## src/rtl/median_stream_if.sv

```systemverilog
// Sample/result bundle for median_stream.
//   master: producer side (drives CLR, DI, DSI and RANK when present; observes results)
//   slave : filter side (takes samples, drives DO, DSO, BUSY)
// Signals:
//   CLR  - synchronous abort of the partial window
//   DI   - input sample, taken when DSI=1
//   DSI  - per-cycle sample valid
//   RANK - selected output rank, 0=min (only when RANK_SEL_EN is defined)
//   DO   - registered result, holds until the next result
//   DSO  - one-cycle result strobe
//   BUSY - a window is partially filled
// Optional feature macro: RANK_SEL_EN.
interface median_stream_if #(
  parameter int unsigned WIDTH = 8,
  parameter int unsigned N     = 9
);
  localparam int unsigned CW = $clog2(N + 1);

  logic             CLR;
  logic [WIDTH-1:0] DI;
  logic             DSI;
`ifdef RANK_SEL_EN
  logic [CW-1:0]    RANK;
`endif
  logic [WIDTH-1:0] DO;
  logic             DSO;
  logic             BUSY;

`ifdef RANK_SEL_EN
  modport master (output CLR, DI, DSI, RANK, input DO, DSO, BUSY);
  modport slave  (input CLR, DI, DSI, RANK, output DO, DSO, BUSY);
`else
  modport master (output CLR, DI, DSI, input DO, DSO, BUSY);
  modport slave  (input CLR, DI, DSI, output DO, DSO, BUSY);
`endif
endinterface

```

## src/rtl/median_stream.sv

```systemverilog
// Streaming rank-order filter. Collects N unsigned samples per window into an
// insertion-sorted array and, on the edge that accepts the Nth sample, registers
// the selected rank into DO with a one-cycle DSO strobe.
// Ports:
//   CLK  - clock, rising edge
//   nRST - asynchronous active-low reset
//   bus  - median_stream_if.slave (CLR, DI, DSI, [RANK] in; DO, DSO, BUSY out)
// Parameters: WIDTH sample width, N odd window size in 3..31.
// Optional feature macro: RANK_SEL_EN -- when defined the output rank comes from
// bus.RANK (clamped to N-1); otherwise the true median (N-1)/2 is emitted.
module median_stream #(
  parameter int unsigned WIDTH = 8,
  parameter int unsigned N     = 9
) (
  input  logic             CLK,
  input  logic             nRST,
  median_stream_if.slave   bus
);
  localparam int unsigned CW     = $clog2(N + 1);
  localparam int unsigned Median = (N - 1) / 2;

  if ((N < 3) || (N > 31) || ((N % 2) == 0)) begin : g_bad_n
    $error("median_stream: N must be odd and in 3..31");
  end
  if (WIDTH < 1) begin : g_bad_width
    $error("median_stream: WIDTH must be at least 1");
  end

  typedef logic [WIDTH-1:0] sample_t;

  // State registers
  sample_t       r_arr [N];
  logic [CW-1:0] r_cnt;
  sample_t       r_do;
  logic          r_dso;

  // Next-state wires
  sample_t       w_ins [N];
  logic [N-1:0]  w_keep;
  logic [CW-1:0] w_sel;
  logic [CW-1:0] w_cnt_d;
  sample_t       w_do_d;
  logic          w_dso_d;
  logic          w_arr_we;
  logic          w_last;

  // Insertion: an occupied slot keeps its value when it is <= DI (ties stay
  // ahead of the new sample). The array is ascending, so w_keep is a run of
  // ones followed by zeros; DI lands at the first zero and the rest shift up.
  // Slots at index >= count never keep, so stale contents cannot leak in.
  always_comb begin
    for (int i = 0; i < N; i++) begin
      w_keep[i] = (CW'(i) < r_cnt) && !(r_arr[i] > bus.DI);
    end
    w_ins[0] = w_keep[0] ? r_arr[0] : bus.DI;
    for (int i = 1; i < N; i++) begin
      if (w_keep[i]) begin
        w_ins[i] = r_arr[i];
      end else if (w_keep[i-1]) begin
        w_ins[i] = bus.DI;
      end else begin
        w_ins[i] = r_arr[i-1];
      end
    end
  end

`ifdef RANK_SEL_EN
  assign w_sel = (bus.RANK >= CW'(N)) ? CW'(N - 1) : bus.RANK;
`else
  assign w_sel = CW'(Median);
`endif

  assign w_last = (r_cnt == CW'(N - 1));

  // Fill-count sequencing: IDLE when count is 0, FILL otherwise.
  always_comb begin
    w_cnt_d  = r_cnt;
    w_do_d   = r_do;
    w_dso_d  = 1'b0;
    w_arr_we = 1'b0;
    if (bus.CLR) begin
      // Abort wins over any sample or completion in the same cycle
      w_cnt_d = '0;
    end else if (bus.DSI) begin
      w_arr_we = 1'b1;
      if (w_last) begin
        w_cnt_d = '0;
        w_do_d  = w_ins[w_sel];
        w_dso_d = 1'b1;
      end else begin
        w_cnt_d = r_cnt + CW'(1);
      end
    end
  end

  always_ff @(posedge CLK or negedge nRST) begin
    if (!nRST) begin
      for (int i = 0; i < N; i++) begin
        r_arr[i] <= '0;
      end
      r_cnt <= '0;
      r_do  <= '0;
      r_dso <= 1'b0;
    end else begin
      if (w_arr_we) begin
        for (int i = 0; i < N; i++) begin
          r_arr[i] <= w_ins[i];
        end
      end
      r_cnt <= w_cnt_d;
      r_do  <= w_do_d;
      r_dso <= w_dso_d;
    end
  end

  assign bus.DO   = r_do;
  assign bus.DSO  = r_dso;
  assign bus.BUSY = (r_cnt != '0);

endmodule

```

## src/flat_wrapper.sv

```systemverilog
// flat-port wrapper written by rule: the top's interface ports become plain ports
module median_stream_flat 
#(
  parameter int unsigned WIDTH = 8,
  parameter int unsigned N     = 9
)
  (CLK, nRST, bus_CLR, bus_DI, bus_DSI, bus_DO, bus_DSO, bus_BUSY);
  median_stream_if #(.WIDTH(WIDTH), .N(N)) bus_i ();
  input  logic CLK;
  input  logic nRST;
  input wire logic [$bits(bus_i.CLR)-1:0] bus_CLR;
  input wire logic [$bits(bus_i.DI)-1:0] bus_DI;
  input wire logic [$bits(bus_i.DSI)-1:0] bus_DSI;
  output wire logic [$bits(bus_i.DO)-1:0] bus_DO;
  output wire logic [$bits(bus_i.DSO)-1:0] bus_DSO;
  output wire logic [$bits(bus_i.BUSY)-1:0] bus_BUSY;
  assign bus_i.CLR = bus_CLR;
  assign bus_i.DI = bus_DI;
  assign bus_i.DSI = bus_DSI;
  assign bus_DO = bus_i.DO;
  assign bus_DSO = bus_i.DSO;
  assign bus_BUSY = bus_i.BUSY;
  median_stream #(.WIDTH(WIDTH), .N(N)) u_core (.CLK(CLK), .nRST(nRST), .bus(bus_i));
endmodule
```

## config.mk

```make
export PLATFORM = sky130hd
export DESIGN_NAME = median_stream_flat
export DESIGN_NICKNAME = d
export VERILOG_FILES = /design/src/rtl/median_stream_if.sv /design/src/rtl/median_stream.sv /design/src/flat_wrapper.sv
export SDC_FILE = /design/constraint.sdc
export NUM_CORES = 1
export LEC_CHECK = 0
export ABC_CLOCK_PERIOD_IN_PS = 3000
export CAP_MARGIN = 0
export CORE_UTILIZATION = 34
export DETAILED_ROUTE_END_ITERATION = 8
export GPL_TIMING_DRIVEN = 0
export PLACE_DENSITY_LB_ADDON = 0.12
export SLEW_MARGIN = 15
export SYNTH_ARGS = -nofsm -noshare
export SYNTH_HDL_FRONTEND = slang
export SYNTH_SLANG_ARGS = --single-unit
```

## constraint.sdc

```tcl
create_clock -name CLK -period 3 [get_ports CLK]
set_clock_uncertainty 0.2 [all_clocks]
set_input_delay 0.3 -clock CLK [delete_from_list [all_inputs] [get_ports CLK]]
set_output_delay 0.3 -clock CLK [all_outputs]
set_load 0.05 [all_outputs]
```

# ---- Word level (Yosys, flattened, before mapping)
# Cells that the tools add are included.
dict set report classes {
  n_addsub 1
  magnitude_cmp 10
  eq_ne 1
  mux 13
  bitwise_logic 5
  reduce_logical 17
}
# op count
set op_table {}
lappend op_table {{$gt A8 B8 Y1} 5}
lappend op_table {{$mux W8} 5}
lappend op_table {{$mux W4} 3}
lappend op_table {{$lt A1 B4 Y1 const A} 2}
lappend op_table {{$lt A2 B4 Y1 const A} 2}
lappend op_table {{$reduce_and A2 Y1} 4}
lappend op_table {{$logic_and A1 B1 Y1} 5}
lappend op_table {{$logic_not A1 Y1} 5}
lappend op_table {{$mux W1} 5}
lappend op_table {{$not A1 Y1} 5}
lappend op_table {{$add A4 B1 Y4 const B} 1}
lappend op_table {{$eq A4 B4 Y1 const B} 1}
lappend op_table {{$lt A3 B4 Y1 const A} 1}
lappend op_table {{$reduce_bool A4 Y1} 1}
lappend op_table {{$reduce_and A3 Y1} 1}
lappend op_table {{$reduce_bool A2 Y1} 1}
dict set report totals {
  register_bits 53
  in_bits 12
  out_inout_bits 10
  elab_cells 55
}

# ---- Depth between registers and ports, before layout
dict set report depth {
  depth_word 5
  depth_mapped 10
  mapped_depth_nobuf 8
}

# ---- Least setup slack after synthesis
# No wires, ideal clock.
dict set report synth_path {
  path_type {in2reg}
  start {input port bus_DI[1]}
  end {register u_core.r_arr[64] (netlist bit)}
  setup_time_ns 0.127
  t_arrival_ns 2.004
  required_ns 2.673
  path_slack_ns 0.668
  stages 10
  n_path_buf 2
  cell_sequence {inv_1 > ha_1 > nor2b_1 > o211ai_1 > a211oi_1 > a211oi_1 > buf_2 > nand2b_1 > buf_4 > mux2_1}
}
dict set report synth_via {
  elab_chain_len 5
}
# element line_no
set synth_rtl {}
lappend synth_rtl {{from (decl)} flat_wrapper.sv:12} ;# input wire logic [$bits(bus_i.DI)-1:0] bus_DI;
lappend synth_rtl {{$gt A8 B8 Y1} median_stream.sv:53} ;# w_keep[i] = (CW'(i) < r_cnt) && !(r_arr[i] > bus.DI);
lappend synth_rtl {{$logic_not A1 Y1} median_stream.sv:53}
lappend synth_rtl {{$logic_and A1 B1 Y1} median_stream.sv:53}
lappend synth_rtl {{$not A1 Y1 (no source line)} -}
lappend synth_rtl {{$reduce_and A2 Y1 (no source line)} -}
lappend synth_rtl {{to (signal, indexed assignment)} median_stream.sv:107} ;# r_arr[i] <= w_ins[i];
lappend synth_rtl {{to (decl)} median_stream.sv:32} ;# sample_t r_arr [N];
# No other way between the ends.
# A chain may end at the register's enable or synchronous reset.

# ---- Worst setup path after layout
dict set report layout_path {
  start {input port bus_DI[2]}
  end {register u_core.r_arr[33] (netlist bit)}
}
dict set report layout_via {
  elab_chain_len 5
  word_cells_on_any_way 8
  cone_classes {2 x order compare; 2 x mux; 4 x reduce/logical}
}
# element line_no
set layout_rtl {}
lappend layout_rtl {{$gt A8 B8 Y1} median_stream.sv:53}
lappend layout_rtl {{$logic_not A1 Y1} median_stream.sv:53}
lappend layout_rtl {{$logic_and A1 B1 Y1} median_stream.sv:53}
lappend layout_rtl {{$mux W8} median_stream.sv:59} ;# end else if (w_keep[i-1]) begin
lappend layout_rtl {{$mux W8 (*)} median_stream.sv:57} ;# if (w_keep[i]) begin
# Mark *: on every way between the ends. The rest lies on a longest branch, timed or not.

==> results summary <==
The clock network latency to the later pin of the worst-skew pair is 0.32 ns. Of the total power, the share spent switching nets is 36.9%. For this design the ratio of total power to cell area is 553 mW/mm^2. The layout filler cell count came out at 1016.

For this configuration, the core starts out at a cell density of 35.3%. The tree is rooted in a sky130_fd_sc_hd__clkbuf_8. In this run the worst hold path is classified as input pin to flop. Headroom to the max-slew limit came out at 51.3%. The max-slew violation count came out at 0. The overall power consumption is 2190 uW. The area inside the core boundary came out at about 0.01 mm^2.

The maximum clock insertion buffer count is 2. The number of buffers and inverters on the critical path came out at 3. Of all nets on the critical path, the largest fanout is 10. The relative area change from synthesis to final layout came out at 14.4%. The cell count after synthesis is 343.

A synthesized cell averages about 10 um^2. The floorplan die area is 0.0106 mm^2. The final instance area came out at 0.00396 mm^2.

STA puts the critical path data arrival time at 2.88 ns. The die is about 100 um wide. The number of nets in the synthesized netlist came out at 398. The worst setup path is launched from an input pin. Pin placement for this block handled 22 I/O pins. The internal power contribution is 1380 uW.

The total routed wirelength came out at 7400 um. The detailed-route vias per instance came out at 4.98. The mapped netlist covers around 0.0035 mm^2.

The required time at the endpoint of the critical path is about 3.0 ns. Setup repair after global routing left no endpoint under its margin. 0 antenna diodes ended up in the layout. The post-CTS setup buffer count is 0. After layout, the worst path uses 94.6% of the clock period. The number of distinct library cells after synthesis is 37. The first-pass GRT wire length is 12400 um. For this run, the detailed router's first-pass iteration total came to 4. The total count of hold-check failures in the final report is 0. After clock tree synthesis, the clock-pin slew on the worst setup and hold paths is about 0.1 ns. The Yosys step of the flow raised 0 warnings. The relative contribution of combinational cells to total power came out at a little over a third. The routed wirelength normalized by instance count is 14.6 um. The residual DRC count came out at 0. At the end of the flow, the number of nets in the layout was between 400 and 500. The number of register bits inferred by synthesis is 53. TritonCTS built the clock tree. Walking the worst path, the cells encountered are clkdlybuf4s50_1 -> inv_1 -> ha_1 -> nand4_2 -> o31a_1 -> a311oi_4 -> or2b_1 -> buf_6 -> mux2i_1. CTS built an H-tree with a depth of 2.

In the final layout, the share of cells above drive strength 1 is slightly below 9%. The slowest stage of the critical path is the sky130_fd_sc_hd__clkdlybuf4s50_1 cell. Across every metal layer, demand over resource in global routing totals 15.5%.

The post-placement cell area is 0.00384 mm^2. The number of CTS-inserted buffers came out at 5. The overflow left after global routing came out at 0.

The fraction of the yosys area taken by sequential cells came out at 38.3%. The area used by multi-input combinational logic is 0.00200 mm^2. The tool flagged a number of max-cap violations equal to 0. The type of the worst setup path is input pin to flop. The worst voltage drop across the vdd grid is 0.000185 V. Entering global routing, the biggest net connects 54 pins. Among cell families on the critical path, the largest total delay comes from buffers and inverters.

The highest cell delay on the worst timing path came out at roughly 0.6 ns. The routed design could run at a clock period as short as 2.84 ns. Summed over all nets, the half-perimeter wirelength after detailed placement is 5890 um.

The initial antenna violation count is 0. For the pin with the worst max-slew slack, the measured transition is 0.726 ns. In this run the remaining antenna-violating nets after routing total 0. The flow ran to the end, and the final reports show no timing, DRC or antenna violations. The via count came out at 2519. The initialized floorplan defines 36 standard-cell rows. In this run the power spent charging and discharging nets is 808 uW. Static timing analysis puts the maximum clock frequency at 352 MHz. The first routing iteration left 73 violations. Buffers placed on the I/O ports in this run total 21. STA classifies the critical path endpoint as a flop. The fraction of power consumed by sequential logic is 46.2%. CTS saw 53 sinks. The final setup violation count came out at 0. The number of global-route vias before repair is 2546. The leakage dissipation is 0.00181 uW.

The register area came out at about 0.0013 mm^2. The die height came out at 103 um. The routability-driven placement congestion ratio is 0.818.

The clock network fraction of design power is 18.9%.
cell usage after synthesis, drive strengths merged:
master	n	area [um^2]
o31ai	2	25.0
clkinv	1	3.75
o21bai	1	7.51
a31oi	1	21.3
mux2	8	90.1
o211ai	11	82.6
a311o	1	10.0
o31a	1	8.76
buf	9	61.3
nand2b	3	18.8
o21ai	29	149
a211oi	4	30.0
nor4	2	18.8
nor3b	1	7.51
nor3	5	47.5
dfrtp	53	1330
a311oi	1	26.3
a21o	4	30.0
mux2i	41	410
nand2	42	158
nor2b	5	31.3
a21boi	1	7.51
a21oi	19	95.1
ha	43	538
or2b	1	7.51
inv	24	90.1
nor2	11	48.8
nand3	11	55.1
nand4	8	56.3
through the flow:
stage               std cells  setup slack, ns  utilization [%]  setup TNS (ns)  hold WS (ns)
floorplan                 343            0.668                -               0        -0.196
global placement          497           -0.418             39.1          -33.04         0.280
detailed placement        497           -0.352             39.1          -11.71         0.211
CTS                       506           0.0589             40.1               0         0.309
global route              506          0.00392             40.3               0         0.242
finish                    506            0.163             40.3               0         0.240
what timing repair did:
item	CTS	global route
setup endpoints to repair	4	39
hold buffers	1	0
gates resized for setup	1	11
pin swaps	0	0
hold endpoints to repair	53	0
worst register-to-register path, delay by kind of cell (launching register included):
kind	cells	cell delay, ns
adders and majority gates	1	0.34
AOI/OAI and AO/OA	2	0.77
muxes	1	0.18
DFF	1	0.42
and+or+nand+nor	2	0.34
buffers and inverters	1	0.15
kinds of logic (layout without fill, tap and decap cells):
logic type	count (synthesis)	in the layout	synth area share (%)
adder cells (fa/ha/maj)	43	43	15.5
multiplexers	49	49	14.5
flip-flops	53	53	38.3
buffers and inverters	34	64	4.48
AO/OA/AOI/OAI	75	75	14.2
AND/OR/NAND/NOR	89	89	13.0
cells in the final DEF (no fill, tap or decap), drive strengths merged, types with 8 or more instances in the layout:
| cell type | netlist | layout |
|---|---|---|
| o211ai | 11 | 11 |
| a21oi | 19 | 19 |
| mux2 | 8 | 8 |
| nor2 | 11 | 11 |
| nand2 | 42 | 42 |
| nand4 | 8 | 8 |
| dfrtp | 53 | 53 |
| mux2i | 41 | 41 |
| nand3 | 11 | 11 |
| ha | 43 | 43 |
| clkdlybuf4s50 | 0 | 17 |
| inv | 24 | 24 |
| buf | 9 | 10 |
| o21ai | 29 | 29 |
area by class of cell:
cell class | count | share of cell area (%)
Multi-Input combinational cell | 256 | 50.4
Tap cell | 133 | 4.20
Clock buffer | 6 | 1.83
Clock inverter | 2 | 0.379
Timing Repair Buffer | 22 | 5.69
Sequential cell | 53 | 33.5
Inverter | 25 | 2.37
Buffer | 9 | 1.61
layer usage:
layer  share of wire, %  vias to the layer above  GRT usage, %
li1                   -                     1291             -
met2                 50                       36          27.2
met5                  0                        -             0
met1                 46                     1185          19.9
met4                1.2                        0          4.33
met3                3.0                        7          2.24
registers in the layout, summed over array words and instances, names as in the netlist:
name            cells
u_core.bus.DSO      1
u_core.r_cnt        4
u_core.r_arr       40
u_core.bus.DO       8
path summary, 6_finish.rpt:
path,start,endpoint,slack (ns),cells past startpoint
worst max-delay path,bus_DI[2],u_core.r_arr[33]$_DFFE_PN0P_,0.16,9
worst min-delay path,bus_DI[5],u_core.r_arr[69]$_DFFE_PN0P_,0.24,2
worst max register to register,u_core.r_arr[35]$_DFFE_PN0P_,u_core.r_arr[33]$_DFFE_PN0P_,0.51,7
worst min register to register,u_core.bus.DO[3]$_DFFE_PN0P_,u_core.bus.DO[3]$_DFFE_PN0P_,0.30,2
max in group asynchronous,nRST,u_core.r_arr[49]$_DFFE_PN0P_,1.76,2
min in group asynchronous,nRST,u_core.bus.DO[7]$_DFFE_PN0P_,0.37,2
power groups by stage:
stage               Sequential (uW)  Combinational (uW)  Clock, uW
global placement               1020                 743          0
detailed placement             1030                 767          0
floorplan                       989                 589          0
global route                   1040                 892        462
CTS                            1010                 775        441
finish                         1010                 765        415
Power figures use the tool's default switching activity.
